--- config.mk ---
export PLATFORM = sky130hd
export DESIGN_NAME = alu_cmd_sequencer
export DESIGN_NICKNAME = d
export VERILOG_FILES = /design/src/rtl/alu_cmd_sequencer.sv
export SDC_FILE = /design/constraint.sdc
export NUM_CORES = 1
export LEC_CHECK = 0
export CAP_MARGIN = 20
export CORE_MARGIN = 2
export CORE_UTILIZATION = 54
export DETAILED_ROUTE_END_ITERATION = 10
export PLACE_DENSITY = 0.95
export SETUP_SLACK_MARGIN = 0.4
export SYNTH_ARGS = -nofsm -noshare
export SYNTH_HDL_FRONTEND = slang
export SYNTH_SLANG_ARGS = --single-unit
--- constraint.sdc ---
create_clock -name clk -period 3.14 [get_ports clk]
set_input_delay 0.471 -clock clk [delete_from_list [all_inputs] [get_ports clk]]
set_output_delay 0.471 -clock clk [all_outputs]
set_load 0.005 [all_outputs]
--- src/rtl/alu_cmd_sequencer.sv ---
// Command front-end for the register-mapped ALU: queues {a,b,op} commands, replays
// each as three cs/addr/write register writes, then captures and returns the result.
module alu_cmd_sequencer #(
  parameter int DW      = 3,
  parameter int RW      = 4,
  parameter int RES_LAT = 1,
  parameter int DEPTH   = 2
) (
  input  logic          clk,
  input  logic          reset,
  input  logic          en,
  input  logic          cmd_valid,
  output logic          cmd_ready,
  input  logic [DW-1:0] cmd_a,
  input  logic [DW-1:0] cmd_b,
  input  logic [1:0]    cmd_op,
  output logic          cs,
  output logic          write,
  output logic [1:0]    addr,
  output logic [DW-1:0] data_a,
  output logic [DW-1:0] data_b,
  output logic [1:0]    compute,
  input  logic [RW-1:0] alu_result,
  output logic          res_valid,
  input  logic          res_ready,
  output logic [RW-1:0] res_data,
  output logic          busy
);

  localparam int AW = $clog2(DEPTH);
  localparam int CW = (RES_LAT > 1) ? $clog2(RES_LAT) : 1;
  localparam int EW = 2 * DW + 2;

  typedef enum logic [3:0] {
    IDLE, WA_SET, WA_STB, WA_GAP, WB_SET, WB_STB, WB_GAP,
    OP_SET, OP_STB, OP_GAP, WAIT, DONE
  } state_t;

  state_t        state;
  logic [EW-1:0] mem [DEPTH];
  logic [AW:0]   wptr, rptr;
  logic [CW-1:0] cnt;
  logic          empty, full, push, pop;
  logic [EW-1:0] head;

  // Extra pointer MSB distinguishes full from empty when the index bits match.
  assign empty     = (wptr == rptr);
  assign full      = (wptr[AW] != rptr[AW]) && (wptr[AW-1:0] == rptr[AW-1:0]);
  assign cmd_ready = en & ~full & ~reset;
  assign push      = cmd_valid & cmd_ready;
  assign pop       = (state == IDLE) & en & ~empty;
  assign head      = mem[rptr[AW-1:0]];
  assign busy      = (state != IDLE) | ~empty;

  always_ff @(posedge clk) begin
    if (push) mem[wptr[AW-1:0]] <= {cmd_a, cmd_b, cmd_op};
  end

  always_ff @(posedge clk) begin
    if (reset) begin
      wptr <= '0;
      rptr <= '0;
    end else begin
      if (push) wptr <= wptr + 1'b1;
      if (pop)  rptr <= rptr + 1'b1;
    end
  end

  // The DONE handshake is honoured even with en low so a stalled consumer never deadlocks.
  always_ff @(posedge clk) begin
    if (reset) begin
      state     <= IDLE;
      cs        <= 1'b0;
      write     <= 1'b0;
      addr      <= 2'b00;
      data_a    <= '0;
      data_b    <= '0;
      compute   <= 2'b00;
      cnt       <= '0;
      res_valid <= 1'b0;
      res_data  <= '0;
    end else if (state == DONE) begin
      if (res_ready) begin
        res_valid <= 1'b0;
        state     <= IDLE;
      end
    end else if (en) begin
      case (state)
        IDLE: begin
          if (!empty) begin
            {data_a, data_b, compute} <= head;
            state <= WA_SET;
            cs    <= 1'b1;
            write <= 1'b0;
            addr  <= 2'b00;
          end
        end
        WA_SET: begin
          state <= WA_STB;
          write <= 1'b1;
        end
        WA_STB: begin
          state <= WA_GAP;
          cs    <= 1'b0;
          write <= 1'b0;
        end
        WA_GAP: begin
          state <= WB_SET;
          cs    <= 1'b1;
          addr  <= 2'b01;
        end
        WB_SET: begin
          state <= WB_STB;
          write <= 1'b1;
        end
        WB_STB: begin
          state <= WB_GAP;
          cs    <= 1'b0;
          write <= 1'b0;
        end
        WB_GAP: begin
          state <= OP_SET;
          cs    <= 1'b1;
          addr  <= 2'b10;
        end
        OP_SET: begin
          state <= OP_STB;
          write <= 1'b1;
        end
        OP_STB: begin
          state <= OP_GAP;
          cs    <= 1'b0;
          write <= 1'b0;
        end
        OP_GAP: begin
          state <= WAIT;
          cnt   <= '0;
        end
        WAIT: begin
          if (cnt == CW'(RES_LAT - 1)) begin
            res_data  <= alu_result;
            res_valid <= 1'b1;
            state     <= DONE;
          end else begin
            cnt <= cnt + 1'b1;
          end
        end
        default: state <= IDLE;
      endcase
    end
  end

endmodule

======== Yosys cells after proc, flatten, opt, wreduce, memory -nomap -nowiden ========
Memory sizes are Yosys's and may differ from the RTL's. A register that Yosys moved wholly into a read port is not among the register bits.
Cells that the tools add are included.
storage, ports and cells
  flip-flop bits (word level) ............. 18
  memory bits (writable) .................. 16
  input port bits ......................... 17
  logic and storage cells ................. 84
  memories ................................ 1
  output and inout port bits .............. 19
memories
  name  depth  width  rd ports  clocked after Yosys merged registers in  write ports  line  RTL
  mem   2      8      1         1                                        1            40    logic [EW-1:0] mem [DEPTH];
cells by class
  reductions and logical operators ........ 20
  add/sub/neg operators ................... 3
  mux-type cells .......................... 21
  eq/ne operators ......................... 19
  bitwise operators ....................... 11
operators by type and width
  operator                                                                  number
  4-bit one-hot mux with 11 select lines                                    1
  4-bit AND reduction                                                       7
  4-bit 2-to-1 mux                                                          5
  4-bit by 3-bit equality test with 1-bit output (second input constant)    4
  4-bit equality test (second input constant)                               4
  1-bit 2-to-1 mux                                                          10
  3-bit nonzero test                                                        3
  4-bit by 2-bit equality test with 1-bit output (second input constant)    2
  1-bit one-hot mux with 3 select lines                                     2
  2-bit one-hot mux with 3 select lines                                     1
  2-bit nonzero test                                                        3
  3-bit OR reduction                                                        2
  1-bit bitwise AND                                                         5
  1-bit NOT                                                                 5
  2-bit by 1-bit adder with 2-bit output (second input constant)            2
  4-bit by 1-bit equality test with 1-bit output (second input constant)    1
  4-bit zero test                                                           1
  2-bit inequality test (second input constant)                             2
  4-bit nonzero test                                                        1
  3-bit by 2-bit inequality test with 1-bit output (second input constant)  1
  3-bit inequality test (second input constant)                             1
  3-bit AND reduction                                                       1
  2-bit equality test                                                       1
  2-bit 2-to-1 mux                                                          1
  other kinds (8)                                                           8

======== Depth between registers and ports, before layout ========
Gate-level depths: netlist of the first run.
  depth in word-level cells ............... 8
  mapped depth ............................ 6
  mapped depth without buffers ............ 4

======== Worst setup path before layout of the first run ========
OpenSTA, ideal clock, no wires.
  path kind ............................... reg-to-reg
  from .................................... register rptr[0]
  to ...................................... memory mem[0][0] (netlist bit) (enable)
  path buffers ............................ 1
  data required time ...................... 2.757 ns
  stages on the path, launching flop included .. 6
  path slack .............................. 1.340 ns
  setup time .............................. 0.383 ns
  period minus slack after synthesis ...... 1.800 ns
  arrival time ............................ 1.417 ns
  cells stage by stage .................... dfxtp_1 -> buf_2 -> xnor2_1 -> nand2_1 -> nand2_1 -> nor3_1
between the ends
  word-level cells in the longest chain between the ends .. 8
RTL lines
  item                                    line  RTL
  from (decl)                             41    logic [AW:0] wptr, rptr;
  from (signal assigned)                  65    if (pop) rptr <= rptr + 1'b1;
  1-bit equality test                     48    assign full = (wptr[AW] != rptr[AW]) && (wptr[AW-1:0] == rptr[AW-1:0]);
  1-bit logical AND                       48
  1-bit NOT                               49    assign cmd_ready = en & ~full & ~reset;
  1-bit bitwise AND (2 in a row)          49
  1-bit bitwise AND                       50    assign push = cmd_valid & cmd_ready;
  1-bit 2-to-1 mux                        56    if (push) mem[wptr[AW-1:0]] <= {cmd_a, cmd_b, cmd_op};
  1-bit 2-to-1 mux (implied by the code)  56
  to (decl)                               40
Every way passes these cells.

======== Worst setup path after layout of the first run ========
  from .................................... register state[0]
  to ...................................... output busy
between the ends
  word-level cells in the longest chain between the ends .. 2
RTL lines
  item                    line  RTL
  from (decl)             39    state_t state;
  from (signal assigned)  72    state <= IDLE;
  from (signal assigned)  85    state <= IDLE;
  from (signal assigned)  92    state <= WA_SET;
  4-bit nonzero test      53    assign busy = (state != IDLE) | ~empty;
  1-bit OR                53
  to (decl)               27    output logic busy
Every way passes these cells.

==> summary.txt, run 1 <==
Run status
  – Outcome: finished clean

Critical path
  – FF-to-FF End: rptr[1]
  – Reg-to-reg slack, setup: 1080 ps
  – Setup CP Type: register to primary output
  – WP data required: 2670 ps
  – Worst setup endpoint: busy
  – CP arrival: 2000 ps
  – Worst R2R Path Depth: 5
  – Worst reg2reg startpoint: state[0]
  – Crit path max fanout: 16
  – Endpoint type of the worst setup path: primary output
  – Critical Path Start Type: register
  – CP startpoint: state[0]

Synth
  – Post-Syn Area: 1810 um2
  – Post-synth ARST share: 0%
  – #FFs+latches synth: 41
  – Synthesized net count: 185
  – Sequential-to-total area share from yosys stat: 54.3%
  – Post-synth EDFFs: 16
  – Yosys synthesis warning count: 0
  – Avg Cell Area, Syn: 10.8 um2
  – Synthesized instance count: 168
  – Synth unique cells: 37
  – Top_reg_cell synth: dfxtp_1

Timing
  – # setup viols final: 0
  – RSZ-0062 raised after global routing: false
  – Final Hold Vio Count: 0
  – Tcrit/Tclk final: 78.5%
  – Hold_ws: 501 ps
  – Normalized max-slew margin: 52.5%
  – Setup_tns: 0 ps
  – Final slew viol count: 0
  – Final worst slack: 674 ps
  – Worst Skew: 12.7 ps
  – Tightest Pin Transition: 710 ps
  – Max Clk Rate: 406 MHz
  – Clock period minus worst slack: 2470 ps

Pwr
  – Logic gate share of total power: 21.9%
  – NetSw: 316 uW
  – Max IR drop VDD: 0.000339 V
  – Switching Share: 26.0%
  – Leakage: 0.000750 uW
  – Pint: 902 uW
  – Sequential cell fraction of total power: 50.9%
  – Clk pwr share: 27.1%
  – Pwr Density: 541 nW/um2

Routing
  – Vias per cell: 5.23
  – Initial DRC Count: 84
  – WL per Instance: 12.6 um
  – Drt drc: 0
  – WL final: 3.11 mm
  – Final antenna-violating net count: 0
  – Drt pass-1 iters: 4
  – Overall via count from detail_route: 1298

Global routing
  – Number of global-route vias before repair: 1111
  – Global-route wire length before repair: 4.77 mm
  – Total GRT Usage: 17.6%
  – Largest net degree at the start of global routing: 24
  – Grt total ovfl: 0
  – Antenna violations before repair: 0

Floorplan
  – Io pins: 36
  – Cell row count: 21
  – Die height: 61.9 um
  – Full die area: 3830 um2
  – Core ar.: 3280 um2
  – Die width: 61.9 um
  – Starting Density: 55.0%

Clock network
  – Worst-path clk slew: 120 ps
  – Clock insertion delay at the later pin of the skew report: 340 ps
  – CTS tree: yes
  – CTS root buf: clkbuf_4
  – # resized after CTS: 0
  – CTS sink count: 41
  – Post-CTS Hold Buffers: 0
  – H-tree depth: 2
  – Clk buf depth: 2
  – CTS Buf Count: 5
  – Postcts setup bufs: 0

Job
  – Max-cap violations: 0

Final layout
  – Storage cell area: 981 um2
  – Final nets: 218
  – Fraction of layout instances using a drive strength above 1: 10.9%
  – Synth-to-Final Area Change: 24.6%
  – Antenna Cells: 0
  – Most common cell after layout, fill and taps aside: clkdlybuf4s50_1
  – Filler cells: 246
  – Area of the multi-input gates: 743 um2
  – Highest-count cells in the layout ignoring fill and taps: clkdlybuf4s50_1 (35), dfxtp_1 (25), nor2_1 (24)

Hold path
  – Hold Path Class: register to register

Place
  – IO buf count: 35
  – Pre-CTS setup slack: 728 ps
  – GP Congestion: 0.887
  – Post-DP HPWL: 2.20 mm
==> registers in the layout, summed over array words and instances, names as in the netlist, 3 cells and up <==
name	cells
res_data	4
mem	16
data_a	3
data_b	3
state	4
==> synthesized netlist by cell type (3+ instances only) <==
| cell type | instances | area (um2) |
|---|---|---|
| clkbuf_1 | 6 | 22.5 |
| a211oi_2 | 7 | 87.6 |
| nand2_1 | 6 | 22.5 |
| buf_1 | 3 | 11.3 |
| mux2i_1 | 12 | 120 |
| nor2_1 | 24 | 90.1 |
| a211oi_1 | 3 | 22.5 |
| xnor2_1 | 5 | 43.8 |
| nand3b_1 | 3 | 22.5 |
| a21oi_1 | 11 | 55.1 |
| edfxtp_1 | 16 | 480 |
| dfxtp_1 | 25 | 500 |
| nand3_1 | 4 | 20.0 |
| nor3_1 | 6 | 30.0 |
| o21ai_0 | 7 | 35.0 |
| inv_1 | 4 | 15.0 |
==> critical path, cell delays in order (launching register included) <==
cell,delay [ps]
dfxtp_1,490
or3_4,480
nor2_1,100
nand3_1,110
clkdlybuf4s50_1,480
==> cell type report <==
type                            instances  area share (%)
Clock buffer                            6            1.83
Clock inverter                          2            1.55
Inverter                                4           0.666
Multi-Input combinational cell        110            33.0
Sequential cell                        41            43.5
Tap cell                               46            2.55
Timing Repair Buffer                   39            16.9
==> worst min-delay path by stage <==
stage / from / endpoint / slack (ps) / cells after the start
after floorplan: res_valid / res_valid / 480 / 2
after global placement: res_valid / res_valid / 470 / 2
after detailed placement: res_data[3] / res_data[3] / 490 / 2
after CTS: data_a[2] / data_a[2] / 510 / 2
after global routing: data_a[2] / data_a[2] / 540 / 2
final: res_data[3] / res_data[3] / 500 / 2
==> per-stage QoR <==
stage	power (uW)	area [um2]	util, %	instances
after global placement	893	2180	66.3	240
after global routing	1290	2250	68.6	248
after CTS	1230	2250	68.6	248
after detailed placement	900	2180	66.3	240
after floorplan	805	1810	-	168
final	1220	2250	68.6	248
==> kinds of logic (layout without fill, tap and decap cells) <==
family          Yosys count  count (layout)  synth area share (%)
compound gates           38              38                  16.5
xor+xnor                  7               7                  3.39
buf+inv                  17              51                  4.64
flops                    41              41                  54.3
mux                      12              12                  6.64
simple gates             53              53                  14.5
==> routing by layer <==
metal	vias to the layer above	wire length (um)	global-route usage (%)
met1	596	1380	20.5
li1	669	-	-
met4	0	37	8.81
met2	29	1560	28.9
met3	4	134	6.00
met5	-	0	0
==> power groups by stage <==
stage / Clock (uW) / Combinational [uW] / Sequential, uW
after CTS: 337 / 269 / 621
after global placement: 0 / 261 / 632
after floorplan: 0 / 185 / 619
after global routing: 367 / 293 / 627
final: 331 / 267 / 620
after detailed placement: 0 / 267 / 633
(Power assumes the default switching activity.)
==> inputs of run 2 (changes only) <==
--- a/config.mk
+++ b/config.mk
@@ -7,9 +7,9 @@
 export LEC_CHECK = 0
 export CAP_MARGIN = 20
 export CORE_MARGIN = 2
-export CORE_UTILIZATION = 54
+export CORE_UTILIZATION = 50
 export DETAILED_ROUTE_END_ITERATION = 10
-export PLACE_DENSITY = 0.95
+export PLACE_DENSITY = 0.9
 export SETUP_SLACK_MARGIN = 0.4
 export SYNTH_ARGS = -nofsm -noshare
 export SYNTH_HDL_FRONTEND = slang
==> constraint.sdc (replaced) <==
create_clock -name clk -period 2.35 [get_ports clk]
set_input_delay 0.3525 -clock clk [delete_from_list [all_inputs] [get_ports clk]]
set_output_delay 0.3525 -clock clk [all_outputs]
set_load 0.005 [all_outputs]
==> summary.txt, run 2 (synthesized netlist as in run 1, its figures left out) <==
Critical path
  – CP arrival: 1550 ps (-450 ps)
  – WP data required: 2000 ps (-670 ps)
  – Slowest CP cell: or3_4
  – Family with the most delay on the worst path: simple AND/OR/NAND/NOR gates
  – Max incr delay on CP: 400 ps (-90 ps)
  – Critical Path Start Type: register
  – Setup CP Type: register to primary output
  – Crit path max fanout: 7 (-9)
  – CP Cell Sequence: or3_4 -> nor2_1 -> nand3_1 -> clkbuf_2
  – Endpoint type of the worst setup path: primary output
  – CP bufs+invs: 1 (unchanged)

Clock network
  – Clock insertion delay at the later pin of the skew report: 350 ps (about the same)
  – H-tree depth: 2 (unchanged)
  – CTS Buf Count: 5 (unchanged)
  – CTS sink count: 41 (unchanged)
  – CTS tree: yes
  – Post-CTS Hold Buffers: 0 (unchanged)
  – CTS root buf: clkbuf_4
  – Clk buf depth: 2 (unchanged)
  – Worst-path clk slew: 120 ps (about the same)

Routing
  – Vias per cell: 5.41 (+3.3%)
  – Overall via count from detail_route: 1400 (+7.9%)
  – Drt pass-1 iters: 4 (unchanged)
  – WL per Instance: 13.5 um (+7.7%)
  – WL final: 3.50 mm (+12%)
  – Final antenna-violating net count: 0 (unchanged)
  – Initial DRC Count: 112 (+33%)
  – Drt drc: 0 (unchanged)

Timing
  – # setup viols final: 0 (unchanged)
  – Setup_tns: 0 ps (unchanged)
  – Normalized max-slew margin: 65.1% (+13 points)
  – Tcrit/Tclk final: 80.9%
  – Max Clk Rate: 526 MHz
  – Final Hold Vio Count: 0 (unchanged)
  – Clock period minus worst slack: 1900 ps
  – RSZ-0062 raised after global routing: false
  – Worst Skew: 5.58 ps (-7.14 ps)
  – Final worst slack: 449 ps (-225 ps)
  – Final slew viol count: 0 (unchanged)
  – Tightest Pin Transition: 523 ps (-186 ps)

Place
  – Pre-CTS setup slack: 362 ps (-365 ps)
  – GP Congestion: 0.867 (-2.2%)
  – IO buf count: 35 (unchanged)
  – Post-DP HPWL: 2.32 mm (+5.6%)
  – DP Area: 2210 um2 (+1.4%)

Final layout
  – Filler cells: 265 (+7.7%)
  – Synth-to-Final Area Change: 29.2%
  – Highest-count cells in the layout ignoring fill and taps: clkdlybuf4s50_1 (33), nor2_1 (24), dfxtp_1 (22)
  – Antenna Cells: 0 (unchanged)
  – Final nets: 229 (+5.0%)
  – Fraction of layout instances using a drive strength above 1: 18.3% (+7.4 points)
  – Layout Utilization: 68.4% (-0.22 points)
  – Largest register FFs: 16 (unchanged)
  – Final instance area: 2340 um2 (+3.7%)
  – Most common cell after layout, fill and taps aside: clkdlybuf4s50_1

Global routing
  – Total GRT Usage: 18.6% (+1.0 points)
  – Grt total ovfl: 0 (unchanged)
  – Global-route wire length before repair: 5.93 mm (+24%)
  – Number of global-route vias before repair: 1249 (+12%)
  – Antenna violations before repair: 0 (unchanged)
  – Largest net degree at the start of global routing: 24 (unchanged)

Pwr
  – Leakage: 0.000807 uW (+7.6%)
  – Max IR drop VDD: 0.000464 V (+37%)
  – Pwr Density: 672 nW/um2 (+24%)

Job
  – Max-cap violations: 0 (unchanged)

Run status
  – Outcome: finished clean

Hold path
  – Hold Path Class: register to register

Floorplan
  – Starting Density: 52.9% (-2.1 points)
  – Cell row count: 21 (unchanged)
  – Full die area: 4110 um2 (+7.5%)
  – Io pins: 36 (unchanged)
  – Core ar.: 3420 um2 (+4.0%)
  – Die width: 64.1 um (+3.7%)
  – Die height: 64.1 um (+3.7%)
## run 2: cell count changes in the layout (fill, tap and decap cells not counted), moves of 2 or more
cell,previous run,this run
buf_4,4,14
dfxtp_4,0,2
dfxtp_1,25,22
clkdlybuf4s50_1,35,33
## run 2: stage by stage
stage / std cells / power, uW / hold slack (ps)
after floorplan: 168 / 1080 / 431
after global placement: 244 / 1200 / 470
after detailed placement: 244 / 1210 / 485
after CTS: 254 / 1560 / 514
after global routing: 259 / 1650 / 539
final: 259 / 1570 / 513
## run 2: final timing paths
kind	slack, ps	to	startpoint	cells past startpoint
worst max-delay path	450	busy	state[1]	4
worst min-delay path	510	res_data[0]	res_data[0]	2
worst max register to register	560	data_a[2]	state[1]	5
worst min register to register	510	res_data[0]	res_data[0]	2
## run 2: area by class of cell
class                      count  area (um2)  share of cell area (%)
multi-input combinational    110         758                    32.5
clock inverter                 3        17.5                   0.750
sequential                    41         990                    42.4
tap                           46        57.6                    2.46
inverter                       4        15.0                   0.643
timing repair buffer          50         460                    19.7
clock buffer                   5        37.5                    1.61
## run 2: power by group
part | switching [uW] | internal, uW
Combinational | 189 | 214
Sequential | 32.8 | 787
Clock | 233 | 113
Total | 455 | 1110
## run 2: routing by layer
metal	vias to the layer above	GRT usage [%]	routed length, um
li1	689	-	-
met1	651	24.8	1560
met2	51	29.9	1720
met3	9	3.17	155
met4	0	7.98	69
met5	-	0	0
## run 2: what timing repair did
action,4_1_cts,5_1_grt
pin swaps,1,0
setup buffers,2,5
resized for setup,8,4
setup endpoints to repair,8,10
hold endpoints to repair,0,0
## run 2: tightest hold or removal path: stages (launching register included)
cell	delay [ps]
dfxtp_1	350
mux2i_1	70
nor2_1	70
